File: config.mk
export PLATFORM = sky130hd
export DESIGN_NAME = elevator_call_scheduler
export DESIGN_NICKNAME = d
export VERILOG_FILES = /design/src/rtl/elevator_call_scheduler_pkg.sv /design/src/rtl/elevator_timer.sv /design/src/rtl/elevator_call_scheduler.sv
export SDC_FILE = /design/constraint.sdc
export NUM_CORES = 1
export LEC_CHECK = 0
export ABC_AREA = 0
export CAP_MARGIN = 20
export CELL_PAD_IN_SITES_DETAIL_PLACEMENT = 1
export CELL_PAD_IN_SITES_GLOBAL_PLACEMENT = 1
export CORE_ASPECT_RATIO = 0.5
export CORE_MARGIN = 2
export CORE_UTILIZATION = 25
export DETAILED_ROUTE_END_ITERATION = 10
export PLACE_DENSITY = 0.59
export REMOVE_ABC_BUFFERS = 1
export SLEW_MARGIN = 20
export SYNTH_ARGS = -nofsm -noshare
export SYNTH_HDL_FRONTEND = slang
export SYNTH_SLANG_ARGS = --single-unit
File: constraint.sdc
create_clock -name clk -period 5.8 [get_ports clk]
set_clock_uncertainty 0.1 [all_clocks]
set_input_delay 1.45 -clock clk [delete_from_list [all_inputs] [get_ports clk]]
set_output_delay 1.45 -clock clk [all_outputs]
set_load 0.03 [all_outputs]
File: src/rtl/elevator_call_scheduler_pkg.sv
// Shared types and defaults for the elevator call scheduler: FSM state encoding,
// default timing constants and the floor-index to display-code mapping.
package elevator_call_scheduler_pkg;

  typedef enum logic [1:0] {
    IDLE      = 2'b00,
    MOVE_UP   = 2'b01,
    MOVE_DOWN = 2'b10,
    DOOR      = 2'b11
  } state_e;

  localparam int DEF_NUM_FLOORS    = 3;
  localparam int DEF_TRAVEL_CYCLES = 8;
  localparam int DEF_DOOR_CYCLES   = 4;

  // The 7-segment decoder expects 1-based floor numbers.
  function automatic logic [3:0] floor_to_code(input logic [3:0] floor_idx);
    return floor_idx + 4'd1;
  endfunction

endpackage

File: src/rtl/elevator_timer.sv
// Clearable up-counter with a programmable terminal count, shared by the
// travel and door-dwell phases of the scheduler.
module elevator_timer #(
  parameter int W = 3
) (
  input  logic         clk,
  input  logic         rst_n,
  input  logic         clr_i,
  input  logic         en_i,
  input  logic [W-1:0] last_i,
  output logic         tc_o
);

  logic [W-1:0] count_q, count_d;

  always_comb begin
    count_d = count_q;
    if (clr_i)
      count_d = '0;
    else if (en_i)
      count_d = count_q + 1'b1;
  end

  always_ff @(posedge clk) begin
    if (!rst_n)
      count_q <= '0;
    else
      count_q <= count_d;
  end

  assign tc_o = (count_q == last_i);

endmodule

File: src/rtl/elevator_call_scheduler.sv
// SCAN elevator controller: latches floor calls, moves the car one floor per
// travel period, and holds the door open for a restartable dwell period.
module elevator_call_scheduler
  import elevator_call_scheduler_pkg::*;
#(
  parameter int NUM_FLOORS    = DEF_NUM_FLOORS,
  parameter int TRAVEL_CYCLES = DEF_TRAVEL_CYCLES,
  parameter int DOOR_CYCLES   = DEF_DOOR_CYCLES
) (
  input  logic                  clk,
  input  logic                  rst_n,
  input  logic [NUM_FLOORS-1:0] call_req,
  output logic                  motor_up,
  output logic                  motor_down,
  output logic                  door_open,
  output logic [3:0]            floor_code,
  output logic [NUM_FLOORS-1:0] pending,
  output logic                  dir_up
);

  localparam int FW   = $clog2(NUM_FLOORS);
  localparam int MAXC = (TRAVEL_CYCLES > DOOR_CYCLES) ? TRAVEL_CYCLES : DOOR_CYCLES;
  localparam int TW   = $clog2(MAXC);
  localparam logic [TW-1:0] TRAVEL_LAST = TW'(TRAVEL_CYCLES - 1);
  localparam logic [TW-1:0] DOOR_LAST   = TW'(DOOR_CYCLES - 1);
  localparam logic [FW-1:0] TOP_FLOOR   = FW'(NUM_FLOORS - 1);

  state_e                state_q, state_d;
  logic [FW-1:0]         floor_q, floor_d;
  logic [3:0]            code_q;
  logic [NUM_FLOORS-1:0] pending_q, pending_d, set_mask, clr_mask;
  logic                  dir_up_q, dir_up_d;
  logic                  tmr_clr, tmr_en, tmr_tc;
  logic [TW-1:0]         tmr_last;

  function automatic logic calls_above(input logic [NUM_FLOORS-1:0] p, input logic [FW-1:0] f);
    logic r;
    r = 1'b0;
    for (int i = 0; i < NUM_FLOORS; i++)
      if (i > int'(f) && p[i]) r = 1'b1;
    return r;
  endfunction

  function automatic logic calls_below(input logic [NUM_FLOORS-1:0] p, input logic [FW-1:0] f);
    logic r;
    r = 1'b0;
    for (int i = 0; i < NUM_FLOORS; i++)
      if (i < int'(f) && p[i]) r = 1'b1;
    return r;
  endfunction

  elevator_timer #(.W(TW)) u_timer (
    .clk    (clk),
    .rst_n  (rst_n),
    .clr_i  (tmr_clr),
    .en_i   (tmr_en),
    .last_i (tmr_last),
    .tc_o   (tmr_tc)
  );

  always_comb begin
    state_d  = state_q;
    floor_d  = floor_q;
    dir_up_d = dir_up_q;
    tmr_clr  = 1'b0;
    tmr_en   = 1'b0;
    tmr_last = TRAVEL_LAST;
    unique case (state_q)
      IDLE: begin
        if (pending_q[floor_q])
          state_d = DOOR;
        else if (dir_up_q && calls_above(pending_q, floor_q))
          state_d = MOVE_UP;
        else if (calls_below(pending_q, floor_q)) begin
          state_d  = MOVE_DOWN;
          dir_up_d = 1'b0;
        end else if (calls_above(pending_q, floor_q)) begin
          state_d  = MOVE_UP;
          dir_up_d = 1'b1;
        end
      end
      MOVE_UP: begin
        tmr_en = 1'b1;
        if (tmr_tc) begin
          tmr_clr = 1'b1;
          floor_d = floor_q + 1'b1;
          if (pending_q[floor_d])
            state_d = DOOR;
          else if (!calls_above(pending_q, floor_d))
            state_d = IDLE;
        end
      end
      MOVE_DOWN: begin
        tmr_en = 1'b1;
        if (tmr_tc) begin
          tmr_clr = 1'b1;
          floor_d = floor_q - 1'b1;
          if (pending_q[floor_d])
            state_d = DOOR;
          else if (!calls_below(pending_q, floor_d))
            state_d = IDLE;
        end
      end
      DOOR: begin
        tmr_last = DOOR_LAST;
        if (call_req[floor_q])
          tmr_clr = 1'b1;
        else if (tmr_tc) begin
          tmr_clr = 1'b1;
          state_d = IDLE;
        end else
          tmr_en = 1'b1;
      end
    endcase
  end

  // A call for the floor being served extends dwell instead of latching; arrival clears it.
  always_comb begin
    set_mask = call_req;
    if (state_q == DOOR)
      set_mask[floor_q] = 1'b0;
    clr_mask = '0;
    if (state_d == DOOR)
      clr_mask[floor_d] = 1'b1;
    pending_d = (pending_q | set_mask) & ~clr_mask;
  end

  always_ff @(posedge clk) begin
    if (!rst_n) begin
      state_q   <= IDLE;
      floor_q   <= '0;
      code_q    <= 4'd1;
      pending_q <= '0;
      dir_up_q  <= 1'b1;
    end else begin
      assert (!(state_q == MOVE_UP && tmr_tc && floor_q == TOP_FLOOR));
      assert (!(state_q == MOVE_DOWN && tmr_tc && floor_q == '0));
      state_q   <= state_d;
      floor_q   <= floor_d;
      code_q    <= floor_to_code(4'(floor_d));
      pending_q <= pending_d;
      dir_up_q  <= dir_up_d;
    end
  end

  assign motor_up   = (state_q == MOVE_UP);
  assign motor_down = (state_q == MOVE_DOWN);
  assign door_open  = (state_q == DOOR);
  assign floor_code = code_q;
  assign pending    = pending_q;
  assign dir_up     = dir_up_q;

endmodule

Word-level counts from Yosys, hierarchy flattened
Index checks and enable logic that the tools add are counted.

Flip-flop bits (word level): 15. Latch bits: 0. RAM bits: 0. Bits in read-only memories: 0. Input bits: 5. Output and inout bits: 11. Logic and storage cells: 121. Memories kept: 0.

Add/sub/neg operators: 4. $mul: 0. Divide/modulo/power cells: 0. Order comparisons: 16. Equality and inequality tests: 5. Shift-type cells: 0. Muxes and demuxes: 64. Bitwise operators: 8. Reductions and logical operators: 18.

Operators with widths (count): 2-to-1 mux 1 bit (37); 2-to-1 mux 2 bit (14); logical AND 1 bit (13); < comparator 2 x 3 -> 1 bit, second input constant (4); 2-to-1 mux 3 bit (3); binary-select mux 1 bit (select 2 bit) (4); < comparator 1 x 2 -> 1 bit, first input constant (4); one-hot mux 2 bit (4 select lines) (1); bitwise AND 3 bit (2); == test 2 bit, second input constant (3); inverter 3 bit (2); demux 1 bit (select 2 bit) (2); greater-or-equal comparator 2 x 1 -> 1 bit, second input constant (2); greater-than comparator 1 x 2 -> 1 bit, first input constant (2); greater-than comparator 2 bit, first input constant (2); < comparator 2 bit, first input constant (2); one-hot mux 1 bit (2 select lines) (2); one-hot mux 2 bit (2 select lines) (1); AND reduction 4 bit (1); OR reduction 2 bit (2); adder 2 x 1 -> 3 bit, second input constant (1); adder 3 x 1 -> 3 bit, second input constant (1); == test 3 bit (1); inverter 1 bit (3); other kinds (6) (6).

Depth between registers and ports, before layout
Depth after elaboration: 23. Gate-level depth with buffers: 10. Depth with buffers taken out: 9.

Cells and area by module
Synthesis repeated with hierarchy kept, for this count alone.

Cell total of the unflattened synthesis: 131. Area, all modules: 1112.3 µm².

By module, submodules not included: elevator_call_scheduler (times used 1, cells each 115, area an instance 944.7 µm²); elevator_timer (times used 1, cells each 16, area an instance 167.7 µm²).

Worst setup path after synthesis
Ideal clock, no wire load.

Kind: in2reg. Start point: input port call_req[1]. End point: register u_timer.count_q[0]. Setup time: 0.070 ns. Arrival time: 2.366 ns. Required time: 5.630 ns. Setup slack: 3.264 ns. Stages on the path: 5. Path buffers: 0. Cell sequence: mux2i_1 a2bb2oi_1 a31oi_1 or3_1 a21oi_1.

Longest elaborated chain between the ends: 5. Elaborated cells between the ends (all ways): 7. Classes of those cells: 6 x mux; 1 x reduce/logical.

Ends and longest elaborated chain: start, declared (line elevator_call_scheduler.sv:12) `input logic [NUM_FLOORS-1:0] call_req,`; binary-select mux 1 bit (select 2 bit) (*) (line elevator_call_scheduler.sv:106) `if (call_req[floor_q])`; 2-to-1 mux 1 bit (implied by the code) (*) (line elevator_call_scheduler.sv:106); 2-to-1 mux 1 bit (line elevator_call_scheduler.sv:106); one-hot mux 1 bit (2 select lines) (line elevator_call_scheduler.sv:68) `unique case (state_q)`; OR reduction 2 bit (no line); end signal, assigned (line elevator_timer.sv:28) `count_q <= count_d;`; end, declared (line elevator_timer.sv:14) `logic [W-1:0] count_q, count_d;`.

Every way passes the cells marked *; elsewhere a longest branch is shown, timed or not. The select of a mux whose other input is x is not followed. A chain may end at the register's enable or synchronous reset.

Worst setup path after layout
Start point: register state_q[0]. End point: output port door_open.

Longest elaborated chain between the ends: 1.

Ends and longest elaborated chain: start, declared (line elevator_call_scheduler.sv:28) `state_e state_q, state_d;`; start signal, assigned (line elevator_call_scheduler.sv:138) `state_q <= state_d;`; == test 2 bit (line elevator_call_scheduler.sv:148) `assign door_open = (state_q == DOOR);`; end, declared (line elevator_call_scheduler.sv:15) `output logic door_open,`.

Every way passes these cells.

==> flow_metrics.py <==
metrics = {
    "die": {
        "start_util_pct": 25.59,
        "chipWidth_um": 98.02,
        "coreArea_um2": 4318,
        "pin_count": 16,
        "num_rows": 17,
        "fp.dieH_um": 51.01,
        "dieArea_um2": 4999,
    },
    "setup_path": {
        "worstPathRequired_ns": 4.25,
        "crit_start": "state_q[0]",
        "crit_path_start_kind": "register",
        "crit_slowest_cell": "clkdlybuf4s50_1",
        "setup.worst_path.class": "reg -> out",
        "endpoint_kind": "output pin",
        "reg2reg_from": "floor_q[0]",
        "cp_num_buf_inv": 1,
        "cpLargestDelayFamily": "buffers and inverters",
        "max_stage_delay_ns": 0.75,
        "path_max_fanout": 9,
        "cp_cell_sequence": "ha_1 > clkdlybuf4s50_1",
        "cp.arrival_ns": 1.86,
    },
    "final_layout": {
        "nNetsFinal": 163,
        "area_growth_syn_to_layout_pct": 21.52,
        "multi_input_area_um2": 750.7,
        "drive_above_1_share_pct": 7.042,
        "fillers": 511,
        "diodes": 0,
        "seq_area_um2": 280.3,
    },
    "drt": {
        "firstDrtPassIters": 4,
        "dr_total_vias": 1011,
        "drc": 0,
        "drt-wirelength-per-cell_um": 15.25,
        "postRouteAntennaNets": 0,
        "routed_wl_mm": 3.034,
        "viasPerCell": 5.080,
        "drtIter0Drc": 38,
    },
    "yosys": {
        "ys_top_cells_by_area": "dfxtp_1 25%, ha_1 17%, a21oi_1 4.5%",
        "yosys.area_share.adder_pct": 16.99,
        "synth_cells": 130,
        "synth.avg_cell_area_um2": 8.499,
        "yosysUniqueCellTypes": 43,
        "yosys_warnings": 0,
        "synth_top_family_by_area": "compound AO/OA/AOI/OAI gates",
        "seq_area_frac_synth_pct": 25.37,
        "synth_commonest_cells": "15 x ha_1, 14 x dfxtp_1, 12 x inv_1, 10 x a21oi_1",
        "synthArstFlopShare_pct": 0,
        "synth-simple-area-share_pct": 15.29,
        "ys.flop_type": "dfxtp_1",
        "ys_ff_latch": 14,
        "muxShareOfSynthArea_pct": 2.831,
        "synth_xor_area_share_pct": 1.472,
        "synthesis.area_um2": 1105,
        "synth_top_area_share_pct": 25.37,
        "synth_edf_count": 0,
        "yosysTopAreaCell": "dfxtp_1",
        "synth-compound-area-share_pct": 31.03,
        "yosysMostFrequentCell": "ha_1",
    },
    "cts": {
        "cts_buffers": 3,
        "cts_resized": 0,
        "cts.clk_slew.worst_paths_ns": 0.06,
        "cts_hold_buf": 0,
        "cts_tree": "built",
        "h-tree-depth": 1,
        "clk_path_buf_depth": 2,
        "clock_sinks": 14,
        "cts_setup_buffers": 0,
        "root_buffer": "clkbuf_8",
        "clk_latency_ns": 0.25,
    },
    "hold_path": {
        "hold_path.class": "reg -> reg",
        "hold_start": "u_timer.count_q[0]",
    },
    "timing": {
        "max_freq_ghz": 0.2931,
        "period_needed_ns": 3.411,
        "drv_slew": 0,
        "setup_tns_ns": 0,
        "setup_violations": 0,
        "grt_setup_unrepaired": "false",
        "finalCritPeriodShare_pct": 58.81,
        "relSlewSlack_pct": 62.68,
        "finalHoldViolCount": 0,
        "worst_slew_pin_slew_ns": 0.5598,
    },
    "run": {
        "max_cap_violations": 0,
    },
    "global_route": {
        "grtUsageTotal_pct": 12.81,
        "grt_pass1_vias": 988,
        "grt_max_degree": 13,
        "grt_first_pass_wirelength_mm": 5.037,
        "antenna_found_initial": 0,
        "overflow": 0,
    },
    "pwr": {
        "p_per_area_nw_per_um2": 361.4,
        "power_uw": 485.3,
        "total_leakage_power_nw": 0.5167,
        "peakVddDrop_uv": 94.98,
    },
    "status": {
        "status": "finished clean",
    },
    "placement": {
        "place_congestion": 0.7741,
        "dp_hpwl_mm": 2.304,
        "port_buffers": 14,
    },
}
report_power, final:
group	leakage (nW)	total [mW]	switching, mW	internal, mW
registers	0.114	0.128	0.0184	0.110
clock network	0.0288	0.0995	0.0392	0.0603
logic	0.374	0.257	0.157	0.101
through the flow:
| stage | utilization (%) | instance area, µm² | worst slack, ns | cells | hold slack (ns) |
|---|---|---|---|---|---|
| after CTS | 31.09 | 1343 | 2.397 | 199 | 0.3987 |
| after floorplan | - | 1076 | 3.239 | 124 | 0.3624 |
| after global placement | 29.82 | 1287 | 2.615 | 195 | 0.3815 |
| after detailed placement | 29.82 | 1287 | 2.607 | 195 | 0.3891 |
| final | 31.09 | 1343 | 2.389 | 199 | 0.3976 |
| after global routing | 31.09 | 1343 | 2.330 | 199 | 0.4423 |
kinds of logic (layout without fill, tap and decap cells):
group	after synthesis	in the layout
AO/OA/AOI/OAI	49	49
AND/OR/NAND/NOR	29	29
buffers and inverters	18	30
adder cells (fa/ha/maj)	15	15
flip-flops	14	14
multiplexers	3	3
other	1	1
XOR/XNOR	1	1
layer usage:
layer / track usage (%) / wire length (µm) / vias up
li1: - / - / 491
met5: 0 / 0 / -
met3: 2.873 / 99 / 4
met4: 3.472 / 32 / 0
met1: 17.64 / 1554 / 502
met2: 20.32 / 1348 / 14
placed cells by master, fill, tap and decap left out, types with 2 or more instances in the layout:
| cell type | instances |
|---|---|
| a31oi_1 | 5 |
| nor3b_1 | 2 |
| clkdlybuf4s50_1 | 14 |
| nor2_1 | 4 |
| mux2i_1 | 2 |
| inv_1 | 12 |
| dfxtp_1 | 14 |
| o22ai_1 | 3 |
| a21o_1 | 2 |
| a21oi_1 | 10 |
| ha_1 | 15 |
| a21boi_0 | 4 |
| o211ai_1 | 2 |
| clkbuf_8 | 4 |
| nand2_1 | 7 |
| o31ai_1 | 2 |
| o21ai_0 | 7 |
| and2_1 | 5 |
| nor2b_1 | 5 |
worst reg2reg max path, delay by kind of cell (launching register included):
kind,cells,cell delay (ns)
simple gates,2,0.45
mux,1,0.35
flops,1,0.58
buf+inv,1,0.23
compound gates,2,0.57
fa+ha+maj,1,0.44
final cells by class:
cell class	count	share of cell area (%)
Multi-Input combinational cell	98	55.92
Sequential cell	14	20.88
Timing Repair Buffer	14	10.44
Tap cell	57	5.312
Clock buffer	4	4.101
Inverter	12	3.355
state kept, by name, indices dropped and copies added, names as in the netlist:
register and flops:
u_timer.count_q 3, floor_q 2, state_q 2, floor_code 3, dir_up 1, pending 3
path summary, 6_finish.rpt:
kind / slack, ns / cells past startpoint / to
worst max-delay path: 2.39 / 2 / door_open
worst min-delay path: 0.40 / 2 / u_timer.count_q[0]
worst max register to register: 2.97 / 7 / state_q[1]
worst min register to register: 0.40 / 2 / u_timer.count_q[0]
(Power assumes the default switching activity.)
